File: src/rtl/imem_loader_pkg.sv
// Shared types and constants for the instruction-memory loader.
// The optional checksum stage is controlled by IMEM_LOADER_CSUM_EN.
package imem_loader_pkg;

  localparam int ADDR_W_DEF     = 8;
  localparam int DATA_W_DEF     = 8;
  localparam int LEN_ZERO_MEANS = 256;

  typedef enum logic [2:0] {
    IDLE  = 3'd0,
    LEN   = 3'd1,
    DATA  = 3'd2,
    CSUM  = 3'd3,
    DONE  = 3'd4,
    ERROR = 3'd5
  } state_t;

  // LEN byte of zero encodes a full 256-byte program.
  function automatic logic [8:0] frame_len(input logic [7:0] len_byte);
    return (len_byte == 8'd0) ? 9'(LEN_ZERO_MEANS) : {1'b0, len_byte};
  endfunction

endpackage

File: src/rtl/imem_loader_csum.sv
// Clearable running-sum accumulator with an equality compare output.
// Only instantiated by imem_loader when IMEM_LOADER_CSUM_EN is defined.
module loader_csum #(
  parameter int W = 8
) (
  input  logic         clk,
  input  logic         reset,
  input  logic         clr,
  input  logic         add_en,
  input  logic [W-1:0] din,
  input  logic [W-1:0] cmp_val,
  output logic         match
);

  logic [W-1:0] sum_reg;

  always_ff @(posedge clk or posedge reset) begin
    if (reset) begin
      sum_reg <= '0;
    end else if (clr) begin
      sum_reg <= '0;
    end else if (add_en) begin
      sum_reg <= sum_reg + din;
    end
  end

  assign match = (sum_reg == cmp_val);

endmodule

File: src/rtl/imem_loader.sv
// Framed byte-stream writer for instruction memory; holds the CPU in reset until loaded.
// Define IMEM_LOADER_CSUM_EN to require and verify a trailing checksum byte.
module imem_loader
  import imem_loader_pkg::*;
#(
  parameter int                 ADDR_W    = ADDR_W_DEF,
  parameter int                 DATA_W    = DATA_W_DEF,
  parameter logic [ADDR_W-1:0]  BASE_ADDR = '0
) (
  input  logic              clk,
  input  logic              reset,
  input  logic              start,
  input  logic [7:0]        in_data,
  input  logic              in_valid,
  output logic              in_ready,
  output logic              imem_we,
  output logic [ADDR_W-1:0] imem_addr,
  output logic [DATA_W-1:0] imem_wdata,
  output logic              cpu_reset,
  output logic              busy,
  output logic              done,
  output logic              error
);

  state_t     state_reg;
  state_t     state_next;
  logic [8:0] count_reg;
  logic [8:0] n_reg;
  logic       accept;
  logic       start_ok;
  logic       last_byte;
  logic       csum_match;

  assign in_ready  = (state_reg == LEN) || (state_reg == DATA) || (state_reg == CSUM);
  assign accept    = in_valid && in_ready;
  assign start_ok  = start && ((state_reg == IDLE) || (state_reg == DONE) || (state_reg == ERROR));
  assign last_byte = ((count_reg + 9'd1) == n_reg);

`ifdef IMEM_LOADER_CSUM_EN
  logic error_reg;

  loader_csum #(.W(8)) u_csum (
    .clk     (clk),
    .reset   (reset),
    .clr     (start_ok),
    .add_en  (accept && (state_reg == DATA)),
    .din     (in_data),
    .cmp_val (in_data),
    .match   (csum_match)
  );

  assign error = error_reg;
`else
  assign csum_match = 1'b0;
  assign error      = 1'b0;
`endif

  always_comb begin
    state_next = state_reg;
    case (state_reg)
      IDLE, DONE, ERROR: if (start) state_next = LEN;
      LEN:               if (accept) state_next = DATA;
`ifdef IMEM_LOADER_CSUM_EN
      DATA:              if (accept && last_byte) state_next = CSUM;
      CSUM:              if (accept) state_next = csum_match ? DONE : ERROR;
`else
      DATA:              if (accept && last_byte) state_next = DONE;
`endif
      default:           state_next = IDLE;
    endcase
  end

  // Status outputs are registered from the next state so they line up with state_reg.
  always_ff @(posedge clk or posedge reset) begin
    if (reset) begin
      state_reg  <= IDLE;
      count_reg  <= '0;
      n_reg      <= '0;
      imem_we    <= 1'b0;
      imem_addr  <= BASE_ADDR;
      imem_wdata <= '0;
      cpu_reset  <= 1'b1;
      busy       <= 1'b0;
      done       <= 1'b0;
`ifdef IMEM_LOADER_CSUM_EN
      error_reg  <= 1'b0;
`endif
    end else begin
      state_reg <= state_next;
      imem_we   <= 1'b0;
      busy      <= (state_next == LEN) || (state_next == DATA) || (state_next == CSUM);
      done      <= (state_next == DONE);
      cpu_reset <= (state_next != DONE);
`ifdef IMEM_LOADER_CSUM_EN
      error_reg <= (state_next == ERROR);
`endif
      if (start_ok) begin
        count_reg <= '0;
      end
      if (accept && (state_reg == LEN)) begin
        n_reg <= frame_len(in_data);
      end
      if (accept && (state_reg == DATA)) begin
        imem_we    <= 1'b1;
        imem_addr  <= BASE_ADDR + ADDR_W'(count_reg);
        imem_wdata <= DATA_W'(in_data);
        count_reg  <= count_reg + 9'd1;
      end
    end
  end

  // csum_match is only consumed in the checksum build.
  logic unused_ok;
  assign unused_ok = csum_match;

endmodule

File: config.mk
export PLATFORM = sky130hd
export DESIGN_NAME = imem_loader
export DESIGN_NICKNAME = d
export VERILOG_FILES = /design/src/rtl/imem_loader_pkg.sv /design/src/rtl/imem_loader_csum.sv /design/src/rtl/imem_loader.sv
export SDC_FILE = /design/constraint.sdc
export NUM_CORES = 1
export LEC_CHECK = 0
export CORE_AREA = 3 3 71 73
export CTS_BUF_LIST = sky130_fd_sc_hd__clkbuf_2
export CTS_CLUSTER_SIZE = 8
export DETAILED_ROUTE_END_ITERATION = 8
export DIE_AREA = 0 0 74 76
export PLACE_DENSITY = 0.71
export REMOVE_ABC_BUFFERS = 1
export SYNTH_ARGS = -nofsm -noshare
export SYNTH_HDL_FRONTEND = slang
export SYNTH_SLANG_ARGS = --single-unit
File: constraint.sdc
create_clock -name clk -period 2.63 [get_ports clk]
set_clock_uncertainty 0.1 [all_clocks]
set_input_delay 0.3945 -clock clk [delete_from_list [all_inputs] [get_ports clk]]
set_output_delay 0.3945 -clock clk [all_outputs]
set_load 0.05 [all_outputs]
==> results of run 1 <==
cells by family (layout without fill, tap and decap cells):
| logic type | after synthesis | after routing |
|---|---|---|
| AOI/OAI and AO/OA | 42 | 42 |
| other | 1 | 1 |
| buffers and inverters | 20 | 51 |
| DFF | 41 | 41 |
| adders and majority gates | 2 | 2 |
| xor gates and xnor gates | 10 | 10 |
| muxes | 9 | 9 |
| and+or+nand+nor | 87 | 87 |
layout by cell type, fill, tap and decap left out, types with 2 or more instances in the layout:
cell	instances
sky130_fd_sc_hd__a21oi_1	7
sky130_fd_sc_hd__a31oi_1	2
sky130_fd_sc_hd__and3_1	3
sky130_fd_sc_hd__and4_1	2
sky130_fd_sc_hd__buf_4	5
sky130_fd_sc_hd__bufinv_16	2
sky130_fd_sc_hd__clkbuf_2	5
sky130_fd_sc_hd__clkdlybuf4s50_1	32
sky130_fd_sc_hd__dfrtp_1	40
sky130_fd_sc_hd__inv_1	5
sky130_fd_sc_hd__mux2_2	8
sky130_fd_sc_hd__nand2_1	49
sky130_fd_sc_hd__nand2b_1	3
sky130_fd_sc_hd__nand3_1	6
sky130_fd_sc_hd__nor2_1	9
sky130_fd_sc_hd__nor2b_1	3
sky130_fd_sc_hd__nor3_1	2
sky130_fd_sc_hd__nor3b_1	2
sky130_fd_sc_hd__nor4_1	2
sky130_fd_sc_hd__o21ai_0	13
sky130_fd_sc_hd__o21ai_1	3
sky130_fd_sc_hd__o22ai_1	2
sky130_fd_sc_hd__o31ai_1	3
sky130_fd_sc_hd__o41ai_1	2
sky130_fd_sc_hd__xnor2_1	6
sky130_fd_sc_hd__xor2_1	4
stage by stage:
stage | cells | total power (uW) | utilization
global route | 295 | 2740 | 0.562
global placement | 287 | 2130 | 0.541
CTS | 295 | 2610 | 0.562
finish | 295 | 2580 | 0.562
floorplan | 198 | 1770 | -
detailed placement | 287 | 2140 | 0.541
critical path, delay by kind of cell (launching register included):
kind                   cells  cell delay (ns)
buffers and inverters      1             0.80
flip-flops                 1             0.53
AND/OR/NAND/NOR            2             0.19
where the power goes:
part | switching (uW) | internal (uW)
Sequential | 162 | 815
Clock | 207 | 255
Combinational | 700 | 444
Total | 1070 | 1510
cell type report:
| cell class | count | area (sq um) | share of cell area |
|---|---|---|---|
| clock buffer | 5 | 25.0 | 0.0101 |
| clock inverter | 3 | 65.1 | 0.0262 |
| inverter | 6 | 22.5 | 0.00909 |
| multi-input combinational | 151 | 916 | 0.370 |
| sequential | 41 | 1030 | 0.414 |
| tap | 52 | 65.1 | 0.0262 |
| timing repair buffer | 37 | 358 | 0.144 |
metal layers:
layer / global-route usage / vias to the layer above
li1: - / 790
met1: 0.215 / 737
met2: 0.242 / 46
met3: 0.0435 / 2
met4: 0.0326 / 0
met5: 0 / -
worst paths after layout:
check | start | to | cells past startpoint
min in group clk | imem_addr[7] | imem_addr[7] | 2
worst min register to register | imem_addr[7] | imem_addr[7] | 2
max in group asynchronous | reset | cpu_reset | 3
worst max-delay path | state_reg[0] | in_ready | 3
worst min-delay path | reset | imem_we | 3
worst max register to register | count_reg[0] | busy | 6
==> impl.org, run 1 <==
** Status
- Run status :: finished clean

** Timing
- The final hold violation count came to 0.
- Setup repair after global routing left no endpoint under its margin.
- Measured slew at the worst slew-check pin :: 0.705 ns
- Measured against its own limit, the worst slew margin works out to 0.530.
- Setup total negative slack on the finished layout was measured at 0 ns.
- For this run, the top clock speed supported by timing is 0.417 GHz.
- Setup violations remaining at the end of the flow were counted as 0.
- Of the available clock period, the critical path in the final layout requires 0.912.
- Shortest clock period the worst path allows after layout :: 2.40 ns
- Final WS setup :: 0.232 ns
- Number of max-slew violations in the final report :: 0
- The tightest hold path in the finished design has a slack of 0.278 ns.

** Clocking
- Quantity of hold-fixing buffers added after cts :: 0
- Source-to-sink clock delay at the later pin of the worst-skew pair :: 0.39 ns
- Clock tree synthesis inserted a total of 5 buffers.
- The root buffer cell chosen for the clock tree is sky130_fd_sc_hd__clkbuf_2.
- For this design, the sink count on the clock tree is 41.
- The clock passes through at most 2 buffers.
- Post-CTS setup buffer count :: 0
- Clock-pin slew on the worst setup and hold paths :: 0.22 ns
- H-tree depth :: 2
- TritonCTS built the clock tree.
- In this run, post-CTS repair resized a total of 0 instances.

** Power and ir drop
- Dividing total power by cell area gives a power density of 1040 nW/um^2.
- The worst-case IR drop observed on VDD is 0.000503 V.
- Leakage :: 0.00109 uW

** Final layout
- After filler insertion, the fill cell instance count of the layout stands at 405.
- Layout cells sized above 1 :: 0.107
- The net count of the finished layout is 255.
- With fillers left out, the area of the finished cells amounts to 2480 sq um.
- From synthesis to final layout, the design area changed by 21.1%.
- Number of inserted diodes :: 0

** Yosys
- Area leader, netlist :: sky130_fd_sc_hd__dfrtp_1
- Counting flops with a built-in enable in the synthesized netlist gives 0.
- For this run, the register share of the synthesized area comes to 0.502.
- Mux contribution to synthesized area :: 0.0489
- Of the total synthesized cell area, the portion taken by XOR and XNOR cells is 0.0428.
- Of the total synthesized cell area, the portion taken by full adders, half adders and majority gates is 0.0110.
- Of the total synthesized cell area, the portion taken by AND, OR, NAND and NOR gates is 0.202.
- The share of synthesized area in the top cell type comes to 0.489.
- Cell with the most instances after synthesis :: sky130_fd_sc_hd__nand2_1
- Most used standard cells in the synthesized netlist :: 49 x sky130_fd_sc_hd__nand2_1, 40 x sky130_fd_sc_hd__dfrtp_1, 13 x sky130_fd_sc_hd__o21ai_0
- Count of synthesis-stage warnings from yosys :: 0
- Dominant combinational cell family by area after synthesis :: simple AND/OR/NAND/NOR gates
- Complex-gate fraction of the synthesized area :: 0.141
- Flip-flop and latch count after synthesis :: 41
- Fraction of registers with async set or reset after synthesis :: 1.00
- Syn_area_per_cell :: 9.66 sq um
- Synthesized instance count :: 212
- For this run, the leading register cell type out of synthesis is sky130_fd_sc_hd__dfrtp_1.
- Number of distinct library cells after synthesis :: 48
- Cell area after synthesis :: 2050 sq um
- By area the synthesized netlist is led by sky130_fd_sc_hd__dfrtp_1 49%, sky130_fd_sc_hd__nand2_1 9.0%, sky130_fd_sc_hd__mux2_2 4.4%.

** Setup path
- Critical-path maximum fanout :: 9
- Data on the critical path arrives at its endpoint at 1.90 ns.
- Most frequent cell on the critical path :: sky130_fd_sc_hd__nor2_1
- CP peak stage delay :: 0.80 ns
- The critical path is of the register to primary output type.
- STA classifies the critical path endpoint as a primary output.
- Worst reg2reg setup slack :: 0.45 ns
- Slowest-stage cell, CP :: sky130_fd_sc_hd__clkdlybuf4s50_1
- Crit path cell chain :: nor2_1 -> nor2_1 -> clkdlybuf4s50_1
- Data on the critical path is required at its endpoint by 2.14 ns.
- The worst setup path is launched from a register.

** GRT
- Entering global routing, the biggest net connects 42 pins.
- The via count of the first global-routing pass is 1557.
- Total track usage :: 0.155
- Global-route wire length before repair :: 7.00 mm
- Overflow left after global routing :: 0
- Initial antenna violation count :: 0

** Floorplanning
- The die covers 5620 sq um.
- For this configuration, the core starts out at a cell density of 0.464.
- Height of the die :: 76 microns
- The floorplan has 24 rows.
- Horizontal die dimension :: 74 microns
- For this design the top-level I/O count stands at 34.
- The region available for standard cell placement spans 4410 sq um.

** Placed design
- Setup WS pre-CTS :: 0.310 ns
- The congestion estimate from routability-driven global placement came to 0.825.
- Port buffering added 32 buffers.
- The placed instances occupy a cell area of 2390 sq um.
- Detailed-placement wirelength estimate :: 2.82 mm

** Route
- The routed layout has 1575 vias.
- The detail route stage leaves a number of antenna-violating nets equal to 0.
- Uppermost metal layer occupied by signal nets :: met4
- Via-per-instance ratio :: 5.34
- Detailed routing placed a total of 197 microns of wire on met3.
- The detailed router finished its first iteration with 76 violations.
- Routed length per placed instance :: 13.5 microns
- Number of iterations in the first detailed-routing pass :: 4
- Total length of routed met2 wires :: 1.83 mm
- Overall routed net length :: 3.98 mm
- Wire length the detailed router placed on met1 :: 1.94 mm
- Number of remaining DRC errors :: 0

** Min path
- The path class of the tightest hold or removal check is input pin to asynchronous set/reset pin.

** Run
- Max-cap violation count :: 0
Note: power is estimated with default switching activity, not from simulation.
==> inputs of run 2 (changes only) <==
--- a/config.mk
+++ b/config.mk
@@ -10,7 +10,7 @@
 export CTS_CLUSTER_SIZE = 8
 export DETAILED_ROUTE_END_ITERATION = 8
 export DIE_AREA = 0 0 74 76
-export PLACE_DENSITY = 0.71
+export PLACE_DENSITY_LB_ADDON = 0.25
 export REMOVE_ABC_BUFFERS = 1
 export SYNTH_ARGS = -nofsm -noshare
 export SYNTH_HDL_FRONTEND = slang
==> impl.org, run 2 (synthesis gave the netlist of run 1 again) <==
** Timing
- Setup total negative slack :: 0 ns (unchanged)
- Final-report hold violation count :: 0 (unchanged)
- The final number of setup-violating endpoints came to 0 (unchanged).
- Measured slew at the worst slew-check pin :: 0.579 ns (-0.126 ns)
- Final clock period utilization by the worst path :: 0.904 (-0.00779)
- Setup repair after global routing left no endpoint under its margin.
- Shortest clock period the worst path allows after layout :: 2.38 ns (-0.0205 ns)
- The count of final max-slew check failures is 0 (unchanged).
- Achievable clock frequency :: 0.421 GHz (+0.86%)
- Normalized max-slew margin :: 0.612 (+0.0818)
- Final WS setup :: 0.252 ns (+0.0205 ns)

** Min path
- Hold Crit Class :: input pin to asynchronous set/reset pin

** Setup path
- Endpoint type of the worst setup path :: primary output
- Critical-path maximum fanout :: 8 (-1)
- STA classifies the critical path startpoint as a register.
- The worst endpoint required time is 2.14 ns (about the same).
- R2R Path End :: busy
- Arrival time at the worst endpoint :: 1.88 ns (-0.02 ns)
- The worst register-to-register path begins at count_reg[0].
- Number of cell instances on the worst register-to-register path :: 6 (unchanged)
- The setup slack of the most critical reg-to-reg path came to 0.45 ns (about the same).
- Category of the most critical setup path :: register to primary output

** Power and ir drop
- The overall power after layout was 2390 uW (-7.5%).
- Leakage :: 0.00107 uW (-1.9%)
- Power per cell area :: 984 nW/um^2 (-5.6%)
- Worst vdd rail ir drop :: 0.000522 V (+3.7%)

** Route
- Number of antenna-violating nets in the routed design :: 0 (unchanged)
- Violation count after the first detailed-route iteration :: 126 (+66%)
- The number of DRC violations after detailed routing is 0 (unchanged).
- Via count :: 1565 (-0.63%)
- The via density per instance was 5.31 (-0.63%).
- The first-pass iteration count of the detailed router came to 4 (unchanged).
- The average wire per cell in the routed design is 13.7 microns (+1.7%).
- Overall routed net length :: 4.05 mm (+1.7%)

** Run
- The number of maximum-capacitance violations was 0 (unchanged).

** Clocking
- Number of buffers inserted during clock tree synthesis :: 5 (unchanged)
- Clock-pin slew on the worst setup and hold paths :: 0.20 ns (-0.02 ns)
- The clock sink count is 41 (unchanged).
- TritonCTS built the clock tree.
- The count of cells resized by post-cts repair is 0 (unchanged).
- Source-to-sink clock delay at the later pin of the worst-skew pair :: 0.39 ns (about the same)
- Buffers from clock root to sink, at most :: 2 (unchanged)
- The hold buffer count at CTS was 0 (unchanged).
- The root buffer cell chosen for the clock tree is sky130_fd_sc_hd__clkbuf_2.
- Post-CTS setup buffer count :: 0 (unchanged)
- The H-tree depth is 2 (unchanged).

** Floorplanning
- The top-level I/O count is 34 (unchanged).
- Height of the die :: 76 microns (unchanged)
- Initial core utilization :: 0.464 (unchanged)
- Full die area :: 5620 sq um (unchanged)
- Number of rows created at floorplan :: 24 (unchanged)
- Core Region :: 4410 sq um (unchanged)
- Horizontal die dimension :: 74 microns (unchanged)

** Placed design
- The half-perimeter wire length after detailed placement was 2.82 mm (-0.16%).
- The global placer's final weighted congestion was 0.812 (-1.6%).
- Setup WS pre-CTS :: 0.477 ns (+0.167 ns)
- The instance area at placement came to 2390 sq um (unchanged).
- The number of cells after detailed placement is 287 (unchanged).
- The number of input and output port buffers inserted came to 32 (unchanged).

** Final layout
- Leaving out fill and tap cells, the most frequent cell in the layout is sky130_fd_sc_hd__nand2_1.
- Number of fill cells in the layout :: 401 (-0.99%)
- The finished layout cell area was 2430 sq um (-2.0%).
- The post-layout instance count excluding filler cells came to 295 (unchanged).
- Layout cells sized above 1 :: 0.107 (unchanged)
- Synthesis-to-layout area growth :: 18.6%
- Area of the multi-input gates :: 916 sq um (unchanged)
- Leaving out fill and tap cells, the most frequent cells in the layout are 49 x sky130_fd_sc_hd__nand2_1, 40 x sky130_fd_sc_hd__dfrtp_1, 32 x sky130_fd_sc_hd__clkdlybuf4s50_1.
- The number of antenna diodes was 0 (unchanged).
- The final layout net count is 255 (unchanged).
- Register Area :: 1030 sq um (unchanged)

** GRT
- Vias in the first global route :: 1573 (+1.0%)
- Total track usage :: 0.164 (+0.00817)
- The sum of overflow across all layers after global routing is 0 (unchanged).
- Global routing met2 resource utilization :: 0.240 (-0.00177)
- The layer flagged by global routing as most heavily used is met2.
- The wire length of the first global-routing pass is 7.22 mm (+3.1%).
- Initial antenna violation count :: 0 (unchanged)
- Met1 routing resource usage after global routing :: 0.227 (+0.0120)
- The maximum number of pins on one net before global-route repair is 42 (unchanged).
- Fraction of met3 tracks used by global routing :: 0.0435 (unchanged)

** Status
- Run status :: finished clean
run 2: changes by cell type in the layout (fill, tap and decap cells not counted):
| cell | change |
|---|---|
| sky130_fd_sc_hd__clkbuf_2 | +1 |
| sky130_fd_sc_hd__bufinv_16 | -2 |
| sky130_fd_sc_hd__clkinv_2 | +1 |
run 2: routing by layer:
metal  routed length (microns)  vias up  share of wire
li1                          -      786              -
met1                      1940      728           0.48
met2                      1850       43           0.46
met3                       192        8          0.047
met4                        66        0          0.016
met5                         0        -              0
run 2: final cells by class:
| type | instances | share of cell area |
|---|---|---|
| Multi-Input combinational cell | 151 | 0.377 |
| Clock inverter | 2 | 0.00412 |
| Tap cell | 52 | 0.0268 |
| Clock buffer | 6 | 0.0124 |
| Timing Repair Buffer | 37 | 0.147 |
| Sequential cell | 41 | 0.423 |
| Inverter | 6 | 0.00927 |
run 2: critical path, cell delays in order, from the launching register on:
cell and delay (ns):
sky130_fd_sc_hd__dfrtp_1 0.52, sky130_fd_sc_hd__nor2_1 0.09, sky130_fd_sc_hd__nor2_1 0.09, sky130_fd_sc_hd__clkdlybuf4s50_1 0.80
run 2: stage by stage:
| step | hold slack, ns | utilization |
|---|---|---|
| 4_1_cts | 0.297 | 0.550 |
| 3_3_place_gp | 0.360 | 0.541 |
| 6_report | 0.294 | 0.550 |
| 3_5_place_dp | 0.361 | 0.541 |
| 5_1_grt | 0.317 | 0.550 |
| 2_1_floorplan | 0.371 | - |
run 2: power by group:
part           leakage (uW)  switching (uW)  internal (uW)
logic              0.000507             699            444
registers          0.000531             164            815
clock network     0.0000327             200           66.9
run 2: worst max path at each step:
stage	start	cells after the start	to
finish	state_reg[1]	3	in_ready
global route	state_reg[1]	3	in_ready
CTS	state_reg[1]	3	in_ready
detailed placement	in_valid	5	count_reg[1]
global placement	in_valid	6	busy
floorplan	state_reg[0]	4	count_reg[1]
